===== config.mk =====
export PLATFORM = sky130hd
export DESIGN_NAME = xc_malu_mdr_seq_flat
export DESIGN_NICKNAME = d
export VERILOG_FILES = /design/src/rtl/xc_malu_mdr_seq_if.sv /design/src/rtl/xc_malu_mdr_seq.sv /design/src/flat_wrapper.sv
export SDC_FILE = /design/constraint.sdc
export NUM_CORES = 1
export LEC_CHECK = 0
export CORE_ASPECT_RATIO = 0.5
export CORE_MARGIN = 8
export CORE_UTILIZATION = 41
export CTS_CLUSTER_SIZE = 28
export DETAILED_ROUTE_END_ITERATION = 12
export DONT_BUFFER_PORTS = 1
export PLACE_DENSITY_LB_ADDON = 0.12
export SYNTH_ARGS = -nofsm -noshare
export SYNTH_HDL_FRONTEND = slang
export SYNTH_SLANG_ARGS = --single-unit

===== constraint.sdc =====
create_clock -name clock -period 7.2 [get_ports clock]
set_clock_uncertainty 0.15 [all_clocks]
set_input_delay 1.44 -clock clock [delete_from_list [all_inputs] [get_ports clock]]
set_output_delay 1.44 -clock clock [all_outputs]
set_load 0.05 [all_outputs]

===== src/rtl/xc_malu_mdr_seq_if.sv =====
// Request/response bundle between a requester and the sequential mul/div unit.
interface xc_malu_mdr_seq_if #(
    parameter int XLEN = 32
);
    logic            flush;
    logic            valid;
    logic [3:0]      op;
    logic [XLEN-1:0] rs1;
    logic [XLEN-1:0] rs2;
    logic            busy;
    logic            ready;
    logic [XLEN-1:0] result;

    modport master (
        output flush, valid, op, rs1, rs2,
        input  busy, ready, result
    );

    modport slave (
        input  flush, valid, op, rs1, rs2,
        output busy, ready, result
    );
endinterface


===== src/rtl/xc_malu_mdr_seq.sv =====
// Sequential multiply / divide / carry-less multiply: one operand bit per cycle
// through a shared 2*XLEN accumulator, sequenced by an IDLE/BUSY/DONE FSM.
module xc_malu_mdr_seq #(
    parameter int XLEN     = 32,
    parameter bit EARLY_DZ = 1'b1
) (
    input  logic             clock,
    input  logic             resetn,
    xc_malu_mdr_seq_if.slave bus
);
    localparam int CW = $clog2(XLEN);

    localparam logic [3:0] OP_MUL    = 4'd0;
    localparam logic [3:0] OP_MULH   = 4'd1;
    localparam logic [3:0] OP_MULHSU = 4'd2;
    localparam logic [3:0] OP_MULHU  = 4'd3;
    localparam logic [3:0] OP_DIV    = 4'd4;
    localparam logic [3:0] OP_DIVU   = 4'd5;
    localparam logic [3:0] OP_REM    = 4'd6;
    localparam logic [3:0] OP_REMU   = 4'd7;
    localparam logic [3:0] OP_CLMUL  = 4'd8;
    localparam logic [3:0] OP_CLMULH = 4'd9;

    typedef enum logic [1:0] {
        IDLE = 2'd0,
        BUSY = 2'd1,
        DONE = 2'd2
    } state_t;

    state_t state, state_n;

    logic [3:0]        op_r;
    logic [XLEN-1:0]   rs1_r;
    logic [XLEN-1:0]   mplier;
    logic [2*XLEN-1:0] mcand;
    logic [2*XLEN-1:0] acc;
    logic [2*XLEN-1:0] acc_step;
    logic [2*XLEN-1:0] addend;
    logic [XLEN:0]     r_sh;
    logic [XLEN:0]     diff;
    logic [CW-1:0]     count;
    logic              sub_last, neg_q, neg_r, dz;
    logic              accept, last, op_is_div, op_legal, r_is_div, r_is_cl;
    logic              div_sgn, s1_in, s2_in, mul_s1_in;

    function automatic logic [XLEN-1:0] negate_if(input logic [XLEN-1:0] v, input logic neg);
        logic signed [XLEN-1:0] sv;
        sv = $signed(v);
        return neg ? $unsigned(-sv) : v;
    endfunction

    // Sign correction and divide-by-zero override are applied only when the result is read.
    function automatic logic [XLEN-1:0] pick_result(
        input logic [3:0]        o,
        input logic [2*XLEN-1:0] a,
        input logic [XLEN-1:0]   src1,
        input logic              nq,
        input logic              nr,
        input logic              z
    );
        logic [XLEN-1:0] quo, rem;
        quo = z ? '1   : negate_if(a[XLEN-1:0], nq);
        rem = z ? src1 : negate_if(a[2*XLEN-1:XLEN], nr);
        case (o)
            OP_MUL, OP_CLMUL:                        return a[XLEN-1:0];
            OP_MULH, OP_MULHSU, OP_MULHU, OP_CLMULH: return a[2*XLEN-1:XLEN];
            OP_DIV, OP_DIVU:                         return quo;
            OP_REM, OP_REMU:                         return rem;
            default:                                 return '0;
        endcase
    endfunction

    assign accept    = bus.valid && !bus.flush;
    assign last      = (count == CW'(XLEN - 1));
    assign op_is_div = (bus.op[3:2] == 2'b01);
    assign op_legal  = (bus.op <= OP_CLMULH);
    assign r_is_div  = (op_r[3:2] == 2'b01);
    assign r_is_cl   = (op_r == OP_CLMUL) || (op_r == OP_CLMULH);

    always_comb begin
        div_sgn   = (bus.op == OP_DIV) || (bus.op == OP_REM);
        s1_in     = div_sgn && bus.rs1[XLEN-1];
        s2_in     = div_sgn && bus.rs2[XLEN-1];
        mul_s1_in = (bus.op == OP_MULH) || (bus.op == OP_MULHSU);
    end

    // Multiply: the signed rhs MSB carries weight -2^(XLEN-1), so its partial product subtracts.
    always_comb begin
        addend   = mplier[0] ? mcand : '0;
        r_sh     = {acc[2*XLEN-1:XLEN], acc[XLEN-1]};
        diff     = r_sh - {1'b0, mcand[XLEN-1:0]};
        acc_step = acc;
        if (r_is_div) begin
            if (!diff[XLEN])
                acc_step = {diff[XLEN-1:0], acc[XLEN-2:0], 1'b1};
            else
                acc_step = {r_sh[XLEN-1:0], acc[XLEN-2:0], 1'b0};
        end else if (r_is_cl) begin
            acc_step = acc ^ addend;
        end else if (sub_last && last) begin
            acc_step = acc - addend;
        end else begin
            acc_step = acc + addend;
        end
    end

    always_ff @(posedge clock or negedge resetn) begin
        if (!resetn)
            state <= IDLE;
        else
            state <= state_n;
    end

    always_comb begin
        state_n = state;
        case (state)
            IDLE: if (accept) state_n = op_legal ? BUSY : DONE;
            BUSY: begin
                if (bus.flush)
                    state_n = IDLE;
                else if (last || (EARLY_DZ && dz))
                    state_n = DONE;
            end
            DONE:    state_n = IDLE;
            default: state_n = IDLE;
        endcase
    end

    // Divide keeps remainder in acc[2X-1:X] and shifts the quotient into acc[X-1:0].
    always_ff @(posedge clock or negedge resetn) begin
        if (!resetn) begin
            op_r     <= '0;
            rs1_r    <= '0;
            mplier   <= '0;
            mcand    <= '0;
            acc      <= '0;
            count    <= '0;
            sub_last <= 1'b0;
            neg_q    <= 1'b0;
            neg_r    <= 1'b0;
            dz       <= 1'b0;
        end else if (state == IDLE && accept) begin
            op_r  <= bus.op;
            rs1_r <= bus.rs1;
            count <= '0;
            if (op_is_div) begin
                acc      <= {{XLEN{1'b0}}, negate_if(bus.rs1, s1_in)};
                mcand    <= {{XLEN{1'b0}}, negate_if(bus.rs2, s2_in)};
                mplier   <= '0;
                sub_last <= 1'b0;
                neg_q    <= (bus.op == OP_DIV) && (s1_in != s2_in) && (bus.rs2 != '0);
                neg_r    <= (bus.op == OP_REM) && s1_in;
                dz       <= (bus.rs2 == '0);
            end else begin
                acc      <= '0;
                mcand    <= {{XLEN{mul_s1_in && bus.rs1[XLEN-1]}}, bus.rs1};
                mplier   <= bus.rs2;
                sub_last <= (bus.op == OP_MULH);
                neg_q    <= 1'b0;
                neg_r    <= 1'b0;
                dz       <= 1'b0;
            end
        end else if (state == BUSY && !bus.flush) begin
            acc   <= acc_step;
            count <= count + CW'(1);
            if (!r_is_div) begin
                mcand  <= mcand << 1;
                mplier <= mplier >> 1;
            end
        end
    end

    always_comb begin
        bus.busy   = (state == BUSY);
        bus.ready  = (state == DONE);
        bus.result = (state == DONE) ? pick_result(op_r, acc, rs1_r, neg_q, neg_r, dz) : '0;
    end
endmodule

===== src/flat_wrapper.sv =====
// flat-port wrapper written by rule: the top's interface ports become plain ports
module xc_malu_mdr_seq_flat 
#(
    parameter int XLEN     = 32,
    parameter bit EARLY_DZ = 1'b1
)
  (clock, resetn, bus_flush, bus_valid, bus_op, bus_rs1, bus_rs2, bus_busy, bus_ready, bus_result);
  xc_malu_mdr_seq_if #(.XLEN(XLEN)) bus_i ();
  input  logic clock;
  input  logic resetn;
  input wire logic [$bits(bus_i.flush)-1:0] bus_flush;
  input wire logic [$bits(bus_i.valid)-1:0] bus_valid;
  input wire logic [$bits(bus_i.op)-1:0] bus_op;
  input wire logic [$bits(bus_i.rs1)-1:0] bus_rs1;
  input wire logic [$bits(bus_i.rs2)-1:0] bus_rs2;
  output wire logic [$bits(bus_i.busy)-1:0] bus_busy;
  output wire logic [$bits(bus_i.ready)-1:0] bus_ready;
  output wire logic [$bits(bus_i.result)-1:0] bus_result;
  assign bus_i.flush = bus_flush;
  assign bus_i.valid = bus_valid;
  assign bus_i.op = bus_op;
  assign bus_i.rs1 = bus_rs1;
  assign bus_i.rs2 = bus_rs2;
  assign bus_busy = bus_i.busy;
  assign bus_ready = bus_i.ready;
  assign bus_result = bus_i.result;
  xc_malu_mdr_seq #(.XLEN(XLEN), .EARLY_DZ(EARLY_DZ)) u_core (.clock(clock), .resetn(resetn), .bus(bus_i));
endmodule

==> results.json, run 1 <==
{
  "status": "completed",
  "yosysUniqueCellTypes": 82,
  "slew_headroom_pct": 18.3,
  "synth_area_leaders": "dfrtp_1, nand2_1, a21oi_1, o21ai_0, ha_1",
  "hp-start": "u_core.rs1_r[5]",
  "finalCritPeriodShare_pct": 92.5,
  "drt_wl_total_mm": 97.5,
  "worstSetupStartpoint": "u_core.mcand[14]",
  "p_per_area_nw_per_um2": 399,
  "crit_path_max_incr_delay_ps": 630,
  "die_y_um": 181,
  "synth_area_um2": 22300,
  "die_area_um2": 62500,
  "clk_pin_slew_worst_paths_ps": 70,
  "io_buffers": 0,
  "setup_viol": 0,
  "synth_top_area_share_pct": 23.3,
  "grt_pass1_wl_mm": 144,
  "seqPwrFrac_pct": 23.5,
  "overflow": 0,
  "critPathBufInv": 0,
  "core_area_um2": 53700,
  "fillers": 5546,
  "synth-async-reset-ratio_pct": 100,
  "p_clk_share_pct": 15.1,
  "cp_top_family": "compound AO/OA/AOI/OAI gates",
  "vdd_drop_max_mv": 0.195,
  "fin_crit_ps": 6660,
  "crit_path_start_kind": "flip-flop",
  "io_pins": 106,
  "required_ps": 7520,
  "worstRegToRegCells": 20,
  "drv_cap": 0,
  "final_nets": 3185,
  "start_util_pct": 41.5,
  "area_growth_pct": 6.74,
  "clockBufferDepth": 3,
  "synth_most_common_cell": "nand2_1",
  "drive_above_1_share_pct": 5.19,
  "holdCritPathClass": "flip-flop to flip-flop",
  "endpoint_kind": "flip-flop",
  "synth_edf_count": 0,
  "p_switching_mw": 5.01,
  "numCtsBuffers": 25,
  "path_cells": "or4_1, or4_1, or3b_4, nand2b_4, o31ai_1, a31oi_1, a21oi_1, xnor2_1, ha_1, nand2_1, o21ai_0, or4_1, a221oi_1, o21ai_0, o21bai_1, a41oi_1, mux2_4, nor3_1, o21ai_0, a21o_1",
  "tightest_slew_ps": 1210,
  "comb_power_share_pct": 61.4,
  "first_global_vias": 22000,
  "ys_seq_area_share_pct": 23.3,
  "hpwlAfterDp_mm": 73.1,
  "cts.sinks": 207,
  "p_sw_share_pct": 52.8,
  "num_vias": 24200,
  "slowest_stage": "or4_1",
  "antenna_found_initial": 5,
  "rsz0062_at_grt": "false",
  "ys_warn_count": 0,
  "fin_util_pct": 44.3,
  "post_drt_wl_per_cell_um": 26.1,
  "tns_ps": 0,
  "crit_fanout": 7,
  "hold_path_depth": 2,
  "r2r_start": "u_core.mcand[14]",
  "cts_tree": "done",
  "grt_max_degree": 208,
  "num_rows": 60,
  "drcViolationCount": 0,
  "postCtsHoldBufs": 0,
  "ys_top_cells_by_count": "nand2_1, a21oi_1, o21ai_0",
  "finalMaxSlewViolations": 0,
  "ys_seq_elements": 207,
  "syn_avg_cell_area_um2": 7.02,
  "syn_nets": 3345,
  "root_buffer": "clkbuf_16",
  "cts_max_level": 1,
  "drtPass1Iterations": 6,
  "multi_input_area_um2": 15900,
  "hold_viol_final": 0,
  "cp.arrival_ps": 6980,
  "fmax_ghz": 0.150,
  "place.gp.congestion": 1.05,
  "viasPerCell": 6.46,
  "die_x_um": 346,
  "regArea_um2": 5180,
  "p_leak_nw": 9.85,
  "grt_use_total_pct": 29.4,
  "internal_power_mw": 4.47,
  "insertion_delay_ps": 590,
  "ant_nets": 0,
  "cp.depth": 20,
  "yosys.area.top_type": "dfrtp_1",
  "synth_flop_cell": "dfrtp_1",
  "cts_resized": 0,
  "postCtsSetupRepairBufs": 0,
  "first_iter_violations": 2981,
  "postSynthCellCount": 3169,
  "criticalPathCategory": "flip-flop to flip-flop"
}
-- layer usage --
layer / track usage, % / wire (µm)
met5: 0 / 43
met2: 42.7 / 39800
met3: 8.26 / 11000
met1: 42.5 / 44000
met4: 7.35 / 2650
-- power groups by stage --
| stage | Clock [mW] | Combinational (mW) | Sequential, mW |
|---|---|---|---|
| 2_1_floorplan | 0 | 4.28 | 1.77 |
| 3_3_place_gp | 0 | 5.66 | 2.18 |
| 3_5_place_dp | 0 | 5.64 | 2.20 |
| 4_1_cts | 1.46 | 5.68 | 2.18 |
| 5_1_grt | 1.50 | 6.32 | 2.25 |
| 6_report | 1.43 | 5.82 | 2.22 |
-- sequential cells by signal, indices dropped and copies added (netlist names) --
name / count
u_core.acc: 64
u_core.count: 5
u_core.dz: 1
u_core.mcand: 64
u_core.mplier: 32
u_core.neg_q: 1
u_core.neg_r: 1
u_core.op_r: 4
u_core.rs1_r: 32
u_core.state: 2
u_core.sub_last: 1
-- final cells by class --
class | count | share of cell area, %
repair buffers | 80 | 2.63
multi-input cells | 2619 | 66.8
clock inverters | 12 | 0.779
clock buffers | 33 | 2.97
diodes | 2 | 0.0211
well taps | 713 | 3.75
flip-flops and latches | 207 | 21.8
inverters | 76 | 1.20
-- placed cells by master (no fill, tap or decap), drive strengths merged, types with 20 or more instances in the layout --
| cell type | n |
|---|---|
| nand2 | 542 |
| a21oi | 312 |
| o21ai | 292 |
| nor2 | 244 |
| dfrtp | 207 |
| xnor2 | 140 |
| xor2 | 135 |
| ha | 102 |
| a31oi | 91 |
| buf | 80 |
| inv | 79 |
| a211oi | 75 |
| a21o | 65 |
| nor3 | 58 |
| nand3 | 45 |
| o31ai | 45 |
| a22oi | 41 |
| clkbuf | 33 |
| or3 | 30 |
| o211ai | 30 |
| o22ai | 29 |
| nand4 | 25 |
| o221ai | 22 |
| and2 | 22 |
| or4 | 20 |
| nor4 | 20 |
-- metrics by stage --
stage | power [mW] | setup slack, ps | cells | instance area [µm²] | hold slack (ps)
floorplan | 6.04 | 1100 | 3169 | 22300 | 295
global placement | 7.85 | 653 | 3695 | 22900 | 313
detailed placement | 7.84 | 571 | 3695 | 22900 | 317
CTS | 9.32 | 554 | 3740 | 23800 | 339
global route | 10.1 | 107 | 3740 | 23800 | 358
finish | 9.48 | 539 | 3742 | 23800 | 337
-- worst reg2reg max path, delay by kind of cell, from the launching register on --
| family | cells | cell delay (ps) |
|---|---|---|
| adder cells (fa/ha/maj) | 1 | 320 |
| AND/OR/NAND/NOR | 7 | 2550 |
| AO/OA/AOI/OAI | 10 | 2590 |
| flip-flops | 1 | 450 |
| XOR/XNOR | 1 | 150 |
| multiplexers | 1 | 350 |
-- cell families after synthesis --
group	after synthesis	synth area share (%)
adder cells (fa/ha/maj)	104	5.91
AND/OR/NAND/NOR	1077	21.3
AO/OA/AOI/OAI	1158	32.6
buffers and inverters	343	5.85
XOR/XNOR	275	10.8
multiplexers	5	0.253
flip-flops	207	23.3
-- final timing paths --
kind / endpoint / slack (ps)
worst max register to register: u_core.acc[63] / 540
worst max-delay path: u_core.acc[63] / 540
min in group asynchronous: u_core.rs1_r[5] / 410
worst min register to register: u_core.rs1_r[5] / 340
max in group asynchronous: u_core.acc[53] / 5950
worst min-delay path: u_core.rs1_r[5] / 340
No activity file was read; power rests on OpenSTA's default activity.
==> run 2: changes to the inputs <==
- CORE_UTILIZATION: 41 -> 67
==> run 2 against run 1 <==
  * Worst setup slack lost 86 ps
  * Core utilization rose by 26 points
  * Routed wire length shrank 8.2%
  * Highest routed layer unchanged
  * Largest power group unchanged
  * Largest cell class unchanged
  * Register-to-register slack lost 90 ps
==> results.json, run 2 (same netlist as run 1, synthesis figures left out) <==
{
  "status": "completed",
  "crit_fanout": 8,
  "slowest_stage": "or4_1",
  "finalCritPeriodShare_pct": 93.7,
  "layout_common_cells": "nand2_1, a21oi_1, o21ai_0, nor2_1, dfrtp_1",
  "drv_cap": 0,
  "core_area_um2": 32900,
  "cp_top_family": "simple AND/OR/NAND/NOR gates",
  "grt-busiest-layer": "met2",
  "finalMaxSlewViolations": 0,
  "first_iter_violations": 3819,
  "finalWorstSetupSlack_ps": 452,
  "post_drt_wl_per_cell_um": 25.9,
  "criticalPathCategory": "flip-flop to flip-flop",
  "p_clk_share_pct": 13.4,
  "endpoint_kind": "flip-flop",
  "cts_tree": "done",
  "power_mw": 9.26,
  "p_sw_share_pct": 53.7,
  "overflow": 0,
  "num_rows": 47,
  "holdCritPathClass": "flip-flop to flip-flop",
  "num_vias": 25200,
  "postCtsSetupRepairBufs": 0,
  "layout_commonest_cell": "nand2_1",
  "die_x_um": 274,
  "root_buffer": "clkbuf_16",
  "placed_cells": 3414,
  "whs_ps": 331,
  "tns_ps": 0,
  "grt_use_total_pct": 43.6,
  "viasPerCell": 7.29,
  "slew_headroom_pct": 13.7,
  "vdd_drop_max_mv": 0.232,
  "instances_no_fill": 3454,
  "grtUsageMet1_pct": 57.3,
  "fin_crit_ps": 6750,
  "top_regs": "u_core.acc: 64 flops, u_core.mcand: 64 flops",
  "place.gp.congestion": 1.07,
  "io_pins": 106,
  "hold_viol_final": 0,
  "start_util_pct": 67.7,
  "first_global_vias": 22800,
  "drtPass1Iterations": 7,
  "fmax_ghz": 0.148,
  "crit_path_frequent_cell": "o21ai_0",
  "postCtsHoldBufs": 0,
  "cts_max_level": 1,
  "grt_pass1_wl_mm": 135,
  "area_growth_pct": 4.11,
  "grt_use_met3_pct": 19.5,
  "met2_usage_pct": 62.4,
  "antenna_found_initial": 4,
  "numCtsBuffers": 22,
  "cts_resized": 0,
  "die_area_um2": 39700,
  "die_y_um": 145,
  "rsz0062_at_grt": "false",
  "p_per_area_nw_per_um2": 399,
  "p_switching_mw": 4.97,
  "clk_pin_slew_worst_paths_ps": 70,
  "p_leak_nw": 9.72,
  "io_buffers": 0,
  "insertion_delay_ps": 570,
  "cts.sinks": 207,
  "comb_power_share_pct": 62.2,
  "drt_wl_total_mm": 89.5,
  "final_nets": 3173,
  "drive_above_1_share_pct": 4.71,
  "path_cells": "or4_1, or4_1, o21ai_0, and3_1, nand2_1, nor3_1, o21ai_0, o31ai_1, a22oi_1, ha_1, a21oi_1, o21ai_0, or4_1, a221oi_1, o21ai_0, o21bai_1, a41oi_1, mux2_4, nor3_1, o21ai_0, a21o_1",
  "dp_slack_ps": 736,
  "seqPwrFrac_pct": 24.4,
  "cp.arrival_ps": 7040,
  "crit_path_start_kind": "flip-flop",
  "clockBufferDepth": 3,
  "hpwlAfterDp_mm": 65.2,
  "required_ps": 7490,
  "ant_nets": 0,
  "crit_path_max_incr_delay_ps": 590,
  "drcViolationCount": 0,
  "internal_power_mw": 4.28,
  "critPathBufInv": 0,
  "tightest_slew_ps": 1290,
  "grt_max_degree": 208,
  "setup_viol": 0,
  "n_antenna_cell": 0
}
run 2: layer usage:
metal,share of wire [%],vias up
li1,-,11100
met1,38,11800
met5,0.064,-
met3,18,355
met2,40,1954
met4,4.7,8
run 2: power groups by stage:
stage / registers [mW] / clock network (mW) / logic, mW
after floorplan: 1.77 / 0 / 4.28
after global placement: 2.18 / 0 / 5.40
after detailed placement: 2.20 / 0 / 5.45
after CTS: 2.19 / 1.23 / 5.50
after global routing: 2.27 / 1.27 / 6.15
final: 2.26 / 1.24 / 5.76
run 2: final cells by class:
cell class              instances  area (µm²)
multi-input cells            2619       15900
fillers                      2793        9700
flip-flops and latches        207        5180
clock buffers                  30         621
well taps                     441         552
repair buffers                 71         533
inverters                      76         285
clock inverters                10         121
run 2: final timing paths:
path	startpoint	end	slack (ps)	cells after the start
hold reg to reg	u_core.rs1_r[25]	u_core.rs1_r[25]	330	2
setup / recovery	u_core.mcand[14]	u_core.acc[63]	450	21
hold / removal	u_core.rs1_r[25]	u_core.rs1_r[25]	330	2
min in group asynchronous	resetn	u_core.acc[10]	420	0
setup reg to reg	u_core.mcand[14]	u_core.acc[63]	450	21
max in group asynchronous	resetn	u_core.acc[58]	5980	0
run 2: per-stage QoR:
| step | utilization [%] | instance area [µm²] |
|---|---|---|
| global route | 70.5 | 23200 |
| floorplan | - | 22300 |
| CTS | 70.5 | 23200 |
| detailed placement | 68.2 | 22400 |
| global placement | 68.2 | 22400 |
| finish | 70.5 | 23200 |
run 2: tightest hold or removal path: stages (launching register included):
cell	delay, ps
dfrtp_1	340
nand2_1	50
nand2_1	60
